`config.mk`:
```
export PLATFORM = sky130hd
export DESIGN_NAME = uart_rx
export DESIGN_NICKNAME = d
export VERILOG_FILES = /design/src/rtl/uart_rx.sv
export SDC_FILE = /design/constraint.sdc
export NUM_CORES = 1
export LEC_CHECK = 0
export BUFFER_PORTS_ARGS = -buffer_cell sky130_fd_sc_hd__buf_2
export CORE_MARGIN = 10
export CORE_UTILIZATION = 47
export DETAILED_ROUTE_END_ITERATION = 10
export HOLD_SLACK_MARGIN = 0.12
export PLACE_DENSITY = 0.7
export SLEW_MARGIN = 40
export SYNTH_ARGS = -nofsm -noshare
export SYNTH_HDL_FRONTEND = slang
export SYNTH_SLANG_ARGS = --single-unit
```
`constraint.sdc`:
```
create_clock -name clk -period 2.1 [get_ports clk]
set_input_delay 0.315 -clock clk [delete_from_list [all_inputs] [get_ports clk]]
set_output_delay 0.315 -clock clk [all_outputs]
set_load 0.05 [all_outputs]
```
`src/rtl/uart_rx.sv`:
```
// uart_rx: 8N1 UART receiver with 16x oversampling.
// Serial rx and the baud sample strobe are synchronised into clk. Rising
// edges of the synced strobe form the tick that paces every counter. Each bit
// is judged from a single sample taken near its centre. Only frames with a
// valid stop bit update rx_data.
`timescale 1ps/1ps

module uart_rx #(
    parameter int DATA_BITS  = 8,
    parameter int OVERSAMPLE = 16
) (
    input  logic                 clk,
    input  logic                 reset,
    input  logic                 baud_rate_sample_clk,
    input  logic                 rx,
    output logic [DATA_BITS-1:0] rx_data,
    output logic                 rx_done
);

    localparam int TW = (OVERSAMPLE > 1) ? $clog2(OVERSAMPLE) : 1;
    localparam int BW = (DATA_BITS > 1) ? $clog2(DATA_BITS) : 1;

    // Centre of the start bit, counted from the detected falling edge.
    localparam logic [TW-1:0] HALF_LAST = TW'(OVERSAMPLE / 2 - 1);
    // One full bit period, counted from one bit centre to the next.
    localparam logic [TW-1:0] FULL_LAST = TW'(OVERSAMPLE - 1);
    localparam logic [BW-1:0] LAST_BIT  = BW'(DATA_BITS - 1);

    typedef enum logic [1:0] {
        ST_IDLE  = 2'd0,
        ST_START = 2'd1,
        ST_DATA  = 2'd2,
        ST_STOP  = 2'd3
    } state_t;

    // Synchronisers and strobe edge detector
    logic                 rx_meta_r;
    logic                 rx_sync_r;
    logic                 strb_meta_r;
    logic                 strb_sync_r;
    logic                 strb_prev_r;
    logic                 tick_s;

    // FSM state and datapath registers
    state_t               state_r;
    state_t               state_nxt_s;
    logic [TW-1:0]        tick_cnt_r;
    logic [TW-1:0]        tick_cnt_nxt_s;
    logic [BW-1:0]        bit_cnt_r;
    logic [BW-1:0]        bit_cnt_nxt_s;
    logic [DATA_BITS-1:0] shift_r;
    logic [DATA_BITS-1:0] shift_nxt_s;
    logic [DATA_BITS-1:0] rx_data_r;
    logic [DATA_BITS-1:0] rx_data_nxt_s;
    logic                 rx_done_r;
    logic                 rx_done_nxt_s;

    // Two-flop synchronisers. rx presets high so reset looks like an idle line.
    always_ff @(posedge clk or negedge reset) begin
        if (!reset) begin
            rx_meta_r   <= 1'b1;
            rx_sync_r   <= 1'b1;
            strb_meta_r <= 1'b0;
            strb_sync_r <= 1'b0;
            strb_prev_r <= 1'b0;
        end else begin
            rx_meta_r   <= rx;
            rx_sync_r   <= rx_meta_r;
            strb_meta_r <= baud_rate_sample_clk;
            strb_sync_r <= strb_meta_r;
            strb_prev_r <= strb_sync_r;
        end
    end

    // One-clk tick on each rising edge of the synchronised strobe.
    assign tick_s = strb_sync_r & ~strb_prev_r;

    // State and datapath register bank.
    always_ff @(posedge clk or negedge reset) begin
        if (!reset) begin
            state_r    <= ST_IDLE;
            tick_cnt_r <= {TW{1'b0}};
            bit_cnt_r  <= {BW{1'b0}};
            shift_r    <= {DATA_BITS{1'b0}};
            rx_data_r  <= {DATA_BITS{1'b0}};
            rx_done_r  <= 1'b0;
        end else begin
            state_r    <= state_nxt_s;
            tick_cnt_r <= tick_cnt_nxt_s;
            bit_cnt_r  <= bit_cnt_nxt_s;
            shift_r    <= shift_nxt_s;
            rx_data_r  <= rx_data_nxt_s;
            rx_done_r  <= rx_done_nxt_s;
        end
    end

    // Next-state and datapath logic. Counters move only on tick.
    always_comb begin
        state_nxt_s    = state_r;
        tick_cnt_nxt_s = tick_cnt_r;
        bit_cnt_nxt_s  = bit_cnt_r;
        shift_nxt_s    = shift_r;
        rx_data_nxt_s  = rx_data_r;
        rx_done_nxt_s  = 1'b0;

        case (state_r)
            ST_IDLE: begin
                if (rx_sync_r == 1'b0) begin
                    state_nxt_s    = ST_START;
                    tick_cnt_nxt_s = {TW{1'b0}};
                end else begin
                    state_nxt_s = ST_IDLE;
                end
            end

            ST_START: begin
                if (tick_s) begin
                    if (tick_cnt_r == HALF_LAST) begin
                        if (rx_sync_r == 1'b0) begin
                            state_nxt_s    = ST_DATA;
                            tick_cnt_nxt_s = {TW{1'b0}};
                            bit_cnt_nxt_s  = {BW{1'b0}};
                        end else begin
                            // Line went back high before mid start bit: a glitch.
                            state_nxt_s = ST_IDLE;
                        end
                    end else begin
                        tick_cnt_nxt_s = tick_cnt_r + TW'(1);
                    end
                end else begin
                    tick_cnt_nxt_s = tick_cnt_r;
                end
            end

            ST_DATA: begin
                if (tick_s) begin
                    if (tick_cnt_r == FULL_LAST) begin
                        tick_cnt_nxt_s = {TW{1'b0}};
                        shift_nxt_s    = {rx_sync_r, shift_r[DATA_BITS-1:1]};
                        if (bit_cnt_r == LAST_BIT) begin
                            state_nxt_s = ST_STOP;
                        end else begin
                            bit_cnt_nxt_s = bit_cnt_r + BW'(1);
                        end
                    end else begin
                        tick_cnt_nxt_s = tick_cnt_r + TW'(1);
                    end
                end else begin
                    tick_cnt_nxt_s = tick_cnt_r;
                end
            end

            ST_STOP: begin
                if (tick_s) begin
                    if (tick_cnt_r == FULL_LAST) begin
                        state_nxt_s    = ST_IDLE;
                        tick_cnt_nxt_s = {TW{1'b0}};
                        if (rx_sync_r == 1'b1) begin
                            rx_data_nxt_s = shift_r;
                            rx_done_nxt_s = 1'b1;
                        end else begin
                            // Framing error: the byte is discarded silently.
                            rx_data_nxt_s = rx_data_r;
                        end
                    end else begin
                        tick_cnt_nxt_s = tick_cnt_r + TW'(1);
                    end
                end else begin
                    tick_cnt_nxt_s = tick_cnt_r;
                end
            end

            default: begin
                state_nxt_s    = ST_IDLE;
                tick_cnt_nxt_s = {TW{1'b0}};
            end
        endcase
    end

    assign rx_data = rx_data_r;
    assign rx_done = rx_done_r;

endmodule

```
==> impl_metrics.ini <==
[power]
vdd_drop_max_mv = 0.5869
internal_power_uw = 808.2
fin_total_pwr_mw = 1.126
pwr-share-comb_pct = 10.6
net-switching-power_uw = 318.0
clockPowerShare_pct = 29.0
p_leak_nw = 0.7439
power.density_nw_per_um2 = 757.0
p_sw_share_pct = 28.24
p_seq_share_pct = 60.5

[sta]
drv_slew = 0
maxSlewHeadroom_pct = 55.30
setup_viol = 0
min_period_ns = 1.799
hold_viol = 0
clock_skew_ns = 0.004213
tightest_slew_ns = 0.6704
period_share_pct = 85.64
fmax_mhz = 556.0
finalSetupTns_ns = 0
rsz0062_at_grt = false

[layout]
regArea_sq_um = 778.2
area_growth_pct = 12.92
layout-drive-gt1-share_pct = 37.82
fin_nets = 125
nFillCells = 236
stdcell_count = 150
multi_input_area_sq_um = 516.7
antenna_cells = 0

[yosys]
synth_nets = 106
synthTopCellsByArea = dfrtp_1, mux2_2, dfstp_2
syn_inst = 99
synth-seq-cells = 31
synth_enable_flop_cells = 0
ys_types = 31
synth_area_leader_cell = dfrtp_1
ys_top_cells_by_count = dfrtp_1, mux2_2, nor2_1
yosys_warnings = 0
avgSynthCellArea_sq_um = 13.31
async_flop_share_pct = 100.0
synth_flop_cell = dfrtp_1
synth_top_area_share_pct = 55.08
yosysMostFrequentCell = dfrtp_1
synthesis.area_sq_um = 1318
ys_seq_area_share_pct = 59.07

[run_status]
run_status = complete, no violations

[placement]
dp_hpwl_microns = 1660
io_buffers = 12
place_inst = 139
place_congestion = 0.8673

[hold_path]
hold_path.class = register to register
hp-start = rx_meta_r

[global_route]
gr-usage-met1_pct = 11.18
grt_pass1_vias = 920
gr-total-overflow = 0
grt_pass1_wl_microns = 4319
grtUsageTotal_pct = 10.56
met2_usage_pct = 16.47
antenna_found_initial = 0
top_usage_layer = met2
grtUsageMet3_pct = 5.442
grt_max_degree = 32

[drt]
drcViolationCount = 0
drt_iter0_drc = 75
dr.pass1.iters = 4
wl_per_cell_microns = 16.07
num_vias = 884
viasPerCell = 5.893
wl_microns = 2411
ant_nets = 0

[critical_path]
crit_type = register to register
start_kind = register
critPathLaunch = tick_cnt_r[0]
crit_required_ns = 2.31
worstPathMaxFanout = 5
rr_startpoint = tick_cnt_r[0]
cp-end-kind = register
cp.arrival_ns = 2.01

[clocking]
cts.path.max_buffers = 2
postCtsSetupBuffers = 0
cts_sinks = 31
clock-root-buffer = clkbuf_4
cts_tree = yes
cts_inserted_buffers = 5
clock_latency_ns = 0.33
clkTransAtPathRegs_ns = 0.09
htreeDepth = 2

[floorplan]
ios = 13
core_area_sq_um = 2710
die_w_microns = 72.95
die_y_microns = 72.95
fp.dieArea_sq_um = 5321
num_rows = 19
initial_utilization_pct = 48.61

[job]
max_cap_viol_count = 0
## worst max-delay path, cell delays in order (launching register included)
cell	delay, ns
dfrtp_1	0.42
ha_1	0.22
nand2_1	0.17
o31ai_1	0.46
or2_1	0.28
o21ai_0	0.12
## placed cells by master (no fill, tap or decap), drive strengths merged, types with 3 or more instances in the layout
master	Yosys	routed
dfrtp	29	29
mux2	17	17
buf	3	13
nor2	7	7
clkbuf	1	5
a31oi	4	4
nand2	3	3
nand3	3	3
o221ai	3	3
ha	3	3
clkinv	0	3
dlygate4sd3	0	3
## registers in the layout, summed over array words and instances, names as in the netlist, named ones only
register	count
rx_data	8
shift_r	8
tick_cnt_r	4
bit_cnt_r	3
rx_done	1
rx_meta_r	1
rx_sync_r	1
state_r	1
strb_meta_r	1
strb_prev_r	1
strb_sync_r	1
## repair_timing
action,in CTS,in global routing
hold buffers,3,0
endpoints found under the hold margin,31,0
gates resized for setup,0,0
## path summary, 6_finish.rpt
| kind | depth (start not counted) | slack, ns | to |
|---|---|---|---|
| worst max-delay path | 5 | 0.30 | tick_cnt_r[1] |
| worst min-delay path | 0 | 0.36 | rx_sync_r |
| worst max register to register | 5 | 0.30 | tick_cnt_r[1] |
| worst min register to register | 0 | 0.36 | rx_sync_r |
| max in group asynchronous | 2 | 1.12 | rx_data[1] |
| min in group asynchronous | 2 | 0.54 | bit_cnt_r[1] |
## layout make-up
| type | instances | share of cell area (%) |
|---|---|---|
| tap | 31 | 2.607 |
| multi-input combinational | 63 | 34.74 |
| inverter | 1 | 0.2523 |
| clock buffer | 5 | 2.523 |
| sequential | 31 | 52.31 |
| clock inverter | 3 | 1.009 |
| timing repair buffer | 16 | 6.560 |
## stage by stage
stage / instance area, sq um / util, % / hold slack [ns] / worst slack, ns
final: 1488 / 54.89 / 0.3594 / 0.3015
after global routing: 1488 / 54.89 / 0.3655 / 0.1120
after CTS: 1488 / 54.89 / 0.3605 / 0.3349
after detailed placement: 1405 / 51.85 / 0.3417 / 0.3659
after global placement: 1405 / 51.85 / 0.3349 / 0.4332
after floorplan: 1318 / - / 0.01941 / 0.5610
## power groups by stage
stage	sequential (mW)	clock [mW]	combinational (mW)
global route	0.690	0.367	0.142
finish	0.681	0.326	0.119
CTS	0.679	0.345	0.119
global placement	0.689	0	0.110
detailed placement	0.691	0	0.114
floorplan	0.676	0	0.0883
## routing by layer
metal | up-vias | wire (microns)
li1 | 405 | -
met3 | 9 | 207
met5 | - | 0
met1 | 438 | 953
met4 | 0 | 74
met2 | 32 | 1176
## cell families after synthesis
| kind of cell | Yosys count | synth area share, % |
|---|---|---|
| AOI/OAI and AO/OA | 18 | 10.16 |
| and+or+nand+nor | 25 | 11.68 |
| adders and majority gates | 3 | 2.849 |
| DFF | 31 | 59.07 |
| buffers and inverters | 5 | 1.709 |
| muxes | 17 | 14.53 |
No activity file was read; power rests on OpenSTA's default activity.
